### src/rtl/oc4_vc3_cmd_arb_pkg.sv
// Purpose : shared types and helpers for the VC3 command / DCP3 data arbiter.
// Latency : n/a (package only).
// Backpressure: n/a (package only).
//
// Contents: arbiter state enum, credit counter widths, beats(dl) decode.
package oc4_vc3_cmd_arb_pkg;

    // VC3 initial credit is 4 bits and DCP3 initial credit is 6 bits; one
    // extra bit of headroom keeps the return arithmetic free of wrap.
    localparam int VC_CNT_W = 5;
    localparam int DC_CNT_W = 7;

    typedef enum logic [1:0] {
        ST_INIT = 2'd0,
        ST_RUN  = 2'd1,
        ST_DATA = 2'd2
    } arb_state_t;

    // 64B beats carried by a command; dl=00 is tolerated as a single beat.
    function automatic logic [2:0] beats(input logic [1:0] dl);
        case (dl)
            2'b10:   beats = 3'd2;
            2'b11:   beats = 3'd4;
            default: beats = 3'd1;
        endcase
    endfunction

endpackage

### src/rtl/oc4_credit_cnt.sv
// Purpose : credit counter with load, consume, return and sticky overflow flag.
// Latency : count updates one cycle after load/consume/return.
// Backpressure: none; caller must never consume more than cnt holds.
//
// Ports: clock/reset (sync, active-high); load/load_val set count and limit;
//        consume_amt is subtracted and ret adds one each cycle; cnt is the
//        current count; err is sticky once a return would exceed the limit.
module oc4_credit_cnt #(
    parameter int W   = 5,
    parameter int MAX = 31
) (
    input  logic         clock,
    input  logic         reset,
    input  logic         load,
    input  logic [W-1:0] load_val,
    input  logic [W-1:0] consume_amt,
    input  logic         ret,
    output logic [W-1:0] cnt,
    output logic         err
);

    logic [W-1:0] limit;
    logic [W-1:0] load_clamped;
    logic [W:0]   after_use;
    logic [W:0]   after_ret;
    logic         ovf;

    assign load_clamped = (load_val > W'(MAX)) ? W'(MAX) : load_val;

    // Consume and return in the same cycle both apply. Because the count
    // never exceeds the limit, an overflow can only come from a return that
    // is not offset by a consume.
    assign after_use = {1'b0, cnt} - {1'b0, consume_amt};
    assign after_ret = after_use + {{W{1'b0}}, ret};
    assign ovf       = ret && (after_ret > {1'b0, limit});

    always_ff @(posedge clock) begin
        if (reset) begin
            cnt   <= '0;
            limit <= '0;
            err   <= 1'b0;
        end else if (load) begin
            // Returns arriving while loading are discarded.
            cnt   <= load_clamped;
            limit <= load_clamped;
        end else if (ovf) begin
            // Drop the offending return; keep any consume that happened.
            cnt   <= after_use[W-1:0];
            err   <= 1'b1;
        end else begin
            cnt   <= after_ret[W-1:0];
        end
    end

endmodule

### src/rtl/oc4_vc3_cmd_arb.sv
// Purpose : two-requester round-robin arbiter issuing commands on VC3 and
//           write data on DCP3 under TLX credit control.
// Latency : ack in grant cycle T, command on VC3 at T+1; each data beat one
//           cycle after it is presented.
// Backpressure: requesters hold valid until ack; grants stall on missing VC3
//           or DCP3 credit and during a data transfer.
//
// Ports: clock/reset (sync, active-high); tlx_afu_* initial credits and
//        credit-return pulses; req0/req1 command (valid/cmd/dl/has_data/ack)
//        and data beat (data_valid/bus/bdi) inputs; afu_tlx_vc3_* command
//        issue; afu_tlx_dcp3_* data issue; credit_err sticky overflow flag.
module oc4_vc3_cmd_arb
    import oc4_vc3_cmd_arb_pkg::*;
#(
    parameter int CMD_W   = 128,
    parameter int DCP_MAX = 32
) (
    input  logic             clock,
    input  logic             reset,

    input  logic [3:0]       tlx_afu_vc3_initial_credit,
    input  logic [5:0]       tlx_afu_dcp3_initial_credit,
    input  logic             tlx_afu_vc3_credit,
    input  logic             tlx_afu_dcp3_credit,

    input  logic             req0_valid,
    input  logic [CMD_W-1:0] req0_cmd,
    input  logic [1:0]       req0_dl,
    input  logic             req0_has_data,
    output logic             req0_ack,
    input  logic             req0_data_valid,
    input  logic [511:0]     req0_data_bus,
    input  logic             req0_data_bdi,

    input  logic             req1_valid,
    input  logic [CMD_W-1:0] req1_cmd,
    input  logic [1:0]       req1_dl,
    input  logic             req1_has_data,
    output logic             req1_ack,
    input  logic             req1_data_valid,
    input  logic [511:0]     req1_data_bus,
    input  logic             req1_data_bdi,

    output logic             afu_tlx_vc3_valid,
    output logic [CMD_W-1:0] afu_tlx_vc3_cmd,
    output logic             afu_tlx_dcp3_data_valid,
    output logic [511:0]     afu_tlx_dcp3_data_bus,
    output logic             afu_tlx_dcp3_data_bdi,

    output logic             credit_err
);

    localparam int VC_MAX = (1 << VC_CNT_W) - 1;

    arb_state_t          state;
    logic                rr_pref;     // requester favoured on a tie
    logic                data_owner;  // requester whose beats are forwarded
    logic [2:0]          beat_cnt;

    logic [VC_CNT_W-1:0] vc_cnt;
    logic [DC_CNT_W-1:0] dc_cnt;
    logic                vc_err;
    logic                dc_err;

    logic                in_init;
    logic                in_run;
    logic                in_data;
    logic [2:0]          beats0;
    logic [2:0]          beats1;
    logic                elig0;
    logic                elig1;
    logic                grant0;
    logic                grant1;
    logic                grant_any;
    logic                grant_hd;
    logic [2:0]          grant_beats;
    logic [DC_CNT_W-1:0] dc_consume;
    logic                owner_dv;

    // Reset gates the combinational acks so nothing is granted while the
    // state register is still being cleared.
    assign in_init = (state == ST_INIT) && !reset;
    assign in_run  = (state == ST_RUN)  && !reset;
    assign in_data = (state == ST_DATA) && !reset;

    assign beats0 = beats(req0_dl);
    assign beats1 = beats(req1_dl);

    // A data command is only eligible when every beat it needs is covered,
    // so a transfer never stalls half-issued for lack of credit.
    assign elig0 = in_run && req0_valid && (vc_cnt != '0) &&
                   (!req0_has_data || (dc_cnt >= DC_CNT_W'(beats0)));
    assign elig1 = in_run && req1_valid && (vc_cnt != '0) &&
                   (!req1_has_data || (dc_cnt >= DC_CNT_W'(beats1)));

    assign grant0    = elig0 && (!elig1 || !rr_pref);
    assign grant1    = elig1 && (!elig0 ||  rr_pref);
    assign grant_any = grant0 || grant1;

    assign grant_hd    = grant1 ? req1_has_data : req0_has_data;
    assign grant_beats = grant1 ? beats1 : beats0;
    assign dc_consume  = (grant_any && grant_hd) ? DC_CNT_W'(grant_beats) : '0;

    assign req0_ack = grant0;
    assign req1_ack = grant1;

    // Only the granted requester's beats count; everything else is dropped.
    assign owner_dv = in_data && (data_owner ? req1_data_valid : req0_data_valid);

    oc4_credit_cnt #(
        .W   (VC_CNT_W),
        .MAX (VC_MAX)
    ) u_vc_cnt (
        .clock       (clock),
        .reset       (reset),
        .load        (in_init),
        .load_val    (VC_CNT_W'(tlx_afu_vc3_initial_credit)),
        .consume_amt (VC_CNT_W'(grant_any)),
        .ret         (tlx_afu_vc3_credit),
        .cnt         (vc_cnt),
        .err         (vc_err)
    );

    oc4_credit_cnt #(
        .W   (DC_CNT_W),
        .MAX (DCP_MAX)
    ) u_dc_cnt (
        .clock       (clock),
        .reset       (reset),
        .load        (in_init),
        .load_val    (DC_CNT_W'(tlx_afu_dcp3_initial_credit)),
        .consume_amt (dc_consume),
        .ret         (tlx_afu_dcp3_credit),
        .cnt         (dc_cnt),
        .err         (dc_err)
    );

    assign credit_err = vc_err || dc_err;

    always_ff @(posedge clock) begin
        if (reset) begin
            state                   <= ST_INIT;
            rr_pref                 <= 1'b0;
            data_owner              <= 1'b0;
            beat_cnt                <= '0;
            afu_tlx_vc3_valid       <= 1'b0;
            afu_tlx_vc3_cmd         <= '0;
            afu_tlx_dcp3_data_valid <= 1'b0;
            afu_tlx_dcp3_data_bus   <= '0;
            afu_tlx_dcp3_data_bdi   <= 1'b0;
        end else begin
            afu_tlx_vc3_valid <= grant_any;
            if (grant_any) begin
                afu_tlx_vc3_cmd <= grant1 ? req1_cmd : req0_cmd;
            end

            afu_tlx_dcp3_data_valid <= owner_dv;
            if (owner_dv) begin
                afu_tlx_dcp3_data_bus <= data_owner ? req1_data_bus : req0_data_bus;
                afu_tlx_dcp3_data_bdi <= data_owner ? req1_data_bdi : req0_data_bdi;
            end

            case (state)
                ST_INIT: state <= ST_RUN;
                ST_RUN: begin
                    if (grant_any) begin
                        rr_pref <= ~grant1;
                        if (grant_hd) begin
                            state      <= ST_DATA;
                            beat_cnt   <= grant_beats;
                            data_owner <= grant1;
                        end
                    end
                end
                ST_DATA: begin
                    if (owner_dv) begin
                        beat_cnt <= beat_cnt - 3'd1;
                        if (beat_cnt == 3'd1) begin
                            state <= ST_RUN;
                        end
                    end
                end
                default: state <= ST_INIT;
            endcase
        end
    end

endmodule

### config.mk
export PLATFORM = sky130hd
export DESIGN_NAME = oc4_vc3_cmd_arb
export DESIGN_NICKNAME = d
export VERILOG_FILES = /design/src/rtl/oc4_vc3_cmd_arb_pkg.sv /design/src/rtl/oc4_credit_cnt.sv /design/src/rtl/oc4_vc3_cmd_arb.sv
export SDC_FILE = /design/constraint.sdc
export NUM_CORES = 1
export LEC_CHECK = 0
export BUFFER_PORTS_ARGS = -buffer_cell sky130_fd_sc_hd__buf_4
export CAP_MARGIN = 5
export CORE_AREA = 8 8 761 763
export DETAILED_ROUTE_END_ITERATION = 16
export DIE_AREA = 0 0 769 771
export PLACE_DENSITY = 0.3
export SYNTH_ARGS = -nofsm -noshare
export SYNTH_HDL_FRONTEND = slang
export SYNTH_SLANG_ARGS = --single-unit
### constraint.sdc
create_clock -name clock -period 9.5 [get_ports clock]
set_clock_uncertainty 0.1 [all_clocks]
set_input_delay 1.9 -clock clock [delete_from_list [all_inputs] [get_ports clock]]
set_output_delay 1.9 -clock clock [all_outputs]
set_load 0.02 [all_outputs]
==> flow_summary.json <==
{
  "status": "completed",
  "cp_slowest_cell": "nor3_1",
  "synth_edf_count": 0,
  "r2r_start": "u_dc_cnt.cnt[3]",
  "fill_cells": 66100,
  "syn-instance-count": 3150,
  "leakagePower_uw": 0.0198,
  "antenna_left": 0,
  "post-route-drc-count": 0,
  "wl_mm": 449,
  "clock-sinks": 674,
  "total_power_uw": 9250,
  "cp.required_ns": 10.12,
  "path_clk_slew_ns": 0.06,
  "ctsHoldBuffers": 0,
  "path_class": "input port to register",
  "dp_slack_ns": 1.01,
  "layout_min_cycle_time_ns": 7.70,
  "ys_seq_area_share_pct": 46.2,
  "setup_tns_ns": 0,
  "rows": 277,
  "grt_pass1_wl_mm": 524,
  "dp_cells": 12400,
  "wl_per_cell_um": 35.4,
  "netlist_area_um2": 29200,
  "syn_avg_cell_area_um2": 9.26,
  "nets": 6295,
  "crit_path_start_kind": "input port",
  "grt_max_degree": 225,
  "end_kind": "register",
  "rsz0062_at_grt": "no",
  "critical_path.max_fanout": 11,
  "slew_viol_final": 0,
  "final_core_util_pct": 9.93,
  "worstHoldStart": "u_dc_cnt.limit[0]",
  "worstHoldEndpoint": "u_dc_cnt.limit[0]",
  "syn-num-nets": 4484,
  "initial_core_util_pct": 5.15,
  "core_area_um2": 567000,
  "antenna_found_initial": 580,
  "synth.distinct_cells": 55,
  "gp_congestion": 0.935,
  "vias": 34900,
  "reg2reg_depth": 22,
  "hpwl_mm": 405,
  "root_buffer": "clkbuf_16",
  "cts_buffers": 104,
  "grt_use_total_pct": 14.4,
  "hold_violations": 0,
  "layout-drive-gt1-share_pct": 43.0,
  "hp-class": "register to register",
  "clk_latency_ns": 0.83,
  "reg2reg_to": "u_dc_cnt.cnt[3]",
  "synth_top_flop_cell": "dfxtp_1",
  "peakVddDrop_mv": 0.143,
  "grt_overflow": 0,
  "cap_violations": 0,
  "die_w_um": 769,
  "drt-initial-drc-count": 2285,
  "powerDensity_nw_per_um2": 164,
  "rrSetupSlack_ns": 2.26,
  "min_delay_path_depth": 2,
  "tritoncts": "built",
  "yosys_warnings": 0,
  "slew_headroom_pct": 15.3,
  "path_delay_family": "compound AO/OA/AOI/OAI gates",
  "io_buffer_count": 1951,
  "period_share_pct": 81.0,
  "clk_path_buf_depth": 4,
  "worst_slack_ns": 1.80,
  "io_pins": 1952,
  "max_freq_mhz": 130,
  "final_cells": 12700,
  "cts_setup_buffers": 0,
  "cts_resized": 0,
  "slowest_delay_ns": 0.63,
  "vias_per_cell": 2.75,
  "htreeDepth": 3,
  "critPathBufInv": 4,
  "crit_arrival_ns": 8.31,
  "dr.pass1.iters": 5,
  "dieHeight_um": 771,
  "setup-violations-final": 0,
  "area_growth_pct": 92.9,
  "die_area_um2": 593000,
  "tightest_slew_ns": 1.23,
  "ys_ff_latch": 674,
  "synthArstFlopShare_pct": 0,
  "grt_pass1_vias": 33700
}
-- synth_stat cells, types with 2 or more instances --
cell type | n | area [µm²]
clkbuf_1 | 254 | 953
or3_1 | 2 | 12.5
nand3b_1 | 4 | 30.0
a21oi_1 | 14 | 70.1
nor3_1 | 137 | 686
o21ai_0 | 19 | 95.1
xor2_1 | 8 | 70.1
o21a_1 | 4 | 30.0
buf_1 | 10 | 37.5
o31ai_1 | 5 | 37.5
inv_1 | 29 | 109
nor2_1 | 655 | 2460
a211oi_1 | 517 | 3880
nand4_1 | 2 | 12.5
nor3b_1 | 3 | 22.5
mux2i_1 | 519 | 5190
nor2b_1 | 4 | 25.0
a32o_1 | 3 | 30.0
o22ai_1 | 129 | 807
buf_2 | 24 | 120
nor4_1 | 2 | 12.5
nand2_1 | 40 | 150
or2_2 | 2 | 12.5
o211ai_1 | 3 | 22.5
xnor2_1 | 8 | 70.1
and3_1 | 3 | 18.8
o2111ai_1 | 2 | 17.5
dfxtp_1 | 674 | 13500
nand2b_1 | 7 | 43.8
o2bb2ai_1 | 2 | 17.5
a21o_1 | 4 | 30.0
nand3_1 | 12 | 60.1
ha_1 | 27 | 338
-- layout by cell type, fill, tap and decap left out, drive strengths merged, types with 30 or more instances in the layout --
cell    netlist  layout
o22ai       129     129
nand2        40      40
nor2        655     655
a211oi      517     517
dfxtp       674     674
mux2i       519     519
nor3        137     137
buf          34    1993
clkbuf      254     155
inv          29      30
diode         0      98
-- cell type report --
cell class                 instances  area, µm²  share of cell area (%)
inverter                          29        109                   0.193
multi-input combinational       2159      14500                    25.8
timing repair buffer            1993      15100                    26.8
clock inverter                    28        348                   0.618
antenna                           98        245                   0.436
clock buffer                     155       3060                    5.43
tap                             7533       9430                    16.7
sequential                       674      13500                    24.0
-- registers in the layout (all words and copies together), names as in the netlist, 2 cells and up --
name / count
beat_cnt: 3
u_dc_cnt.limit: 6
afu_tlx_dcp3_data_bus: 512
u_vc_cnt.limit: 4
state: 2
u_dc_cnt.cnt: 7
afu_tlx_vc3_cmd: 128
u_vc_cnt.cnt: 5
-- cell families (layout without fill, tap and decap cells) --
group           Yosys count  in the layout  share of synthesized area (%)
xor+xnor                 16             16                          0.480
other cells               0             98                              0
mux                     519            519                           17.8
flops                   674            674                           46.2
simple gates            881            881                           12.4
fa+ha+maj                28             28                           1.23
buf+inv                 317           2205                           4.18
compound gates          715            715                           17.7
-- worst max-delay path by stage --
stage | from | endpoint | slack [ns] | cells past startpoint
final | req0_dl[1] | u_dc_cnt.cnt[3] | 1.80 | 26
after global placement | req0_dl[1] | u_dc_cnt.cnt[3] | 0.96 | 26
after CTS | req0_dl[1] | u_dc_cnt.cnt[3] | 1.95 | 26
after detailed placement | req0_dl[1] | u_dc_cnt.cnt[3] | 1.01 | 26
after floorplan | req1_dl[1] | u_dc_cnt.cnt[3] | 2.50 | 26
after global routing | req0_dl[1] | u_dc_cnt.cnt[1] | 1.48 | 26
-- metal layers --
metal,track usage (%),up-vias,routed length [µm]
met5,0,-,2100
li1,-,15300,-
met3,11.2,1030,75000
met2,22.9,2325,197000
met4,4.53,320,19300
met1,14.4,15900,155000
-- metrics by stage --
step	instance area, µm²	hold slack, ns
CTS	56000	0.361
global placement	52600	0.351
floorplan	29200	0.324
finish	56300	0.358
detailed placement	52600	0.350
global route	56100	0.382
-- worst reg2reg max path: cells and delay by family (launching register included) --
kind	cells	cell delay, ns
XOR/XNOR	2	0.70
AO/OA/AOI/OAI	7	2.06
AND/OR/NAND/NOR	8	2.61
flip-flops	1	0.40
buffers and inverters	2	0.31
adder cells (fa/ha/maj)	3	0.94
-- where the power goes --
group	total, µW	switching [µW]	internal [µW]
Clock	4090	1730	2370
Combinational	2060	1160	899
Sequential	3100	129	2970
No activity file was read; power rests on OpenSTA's default activity.
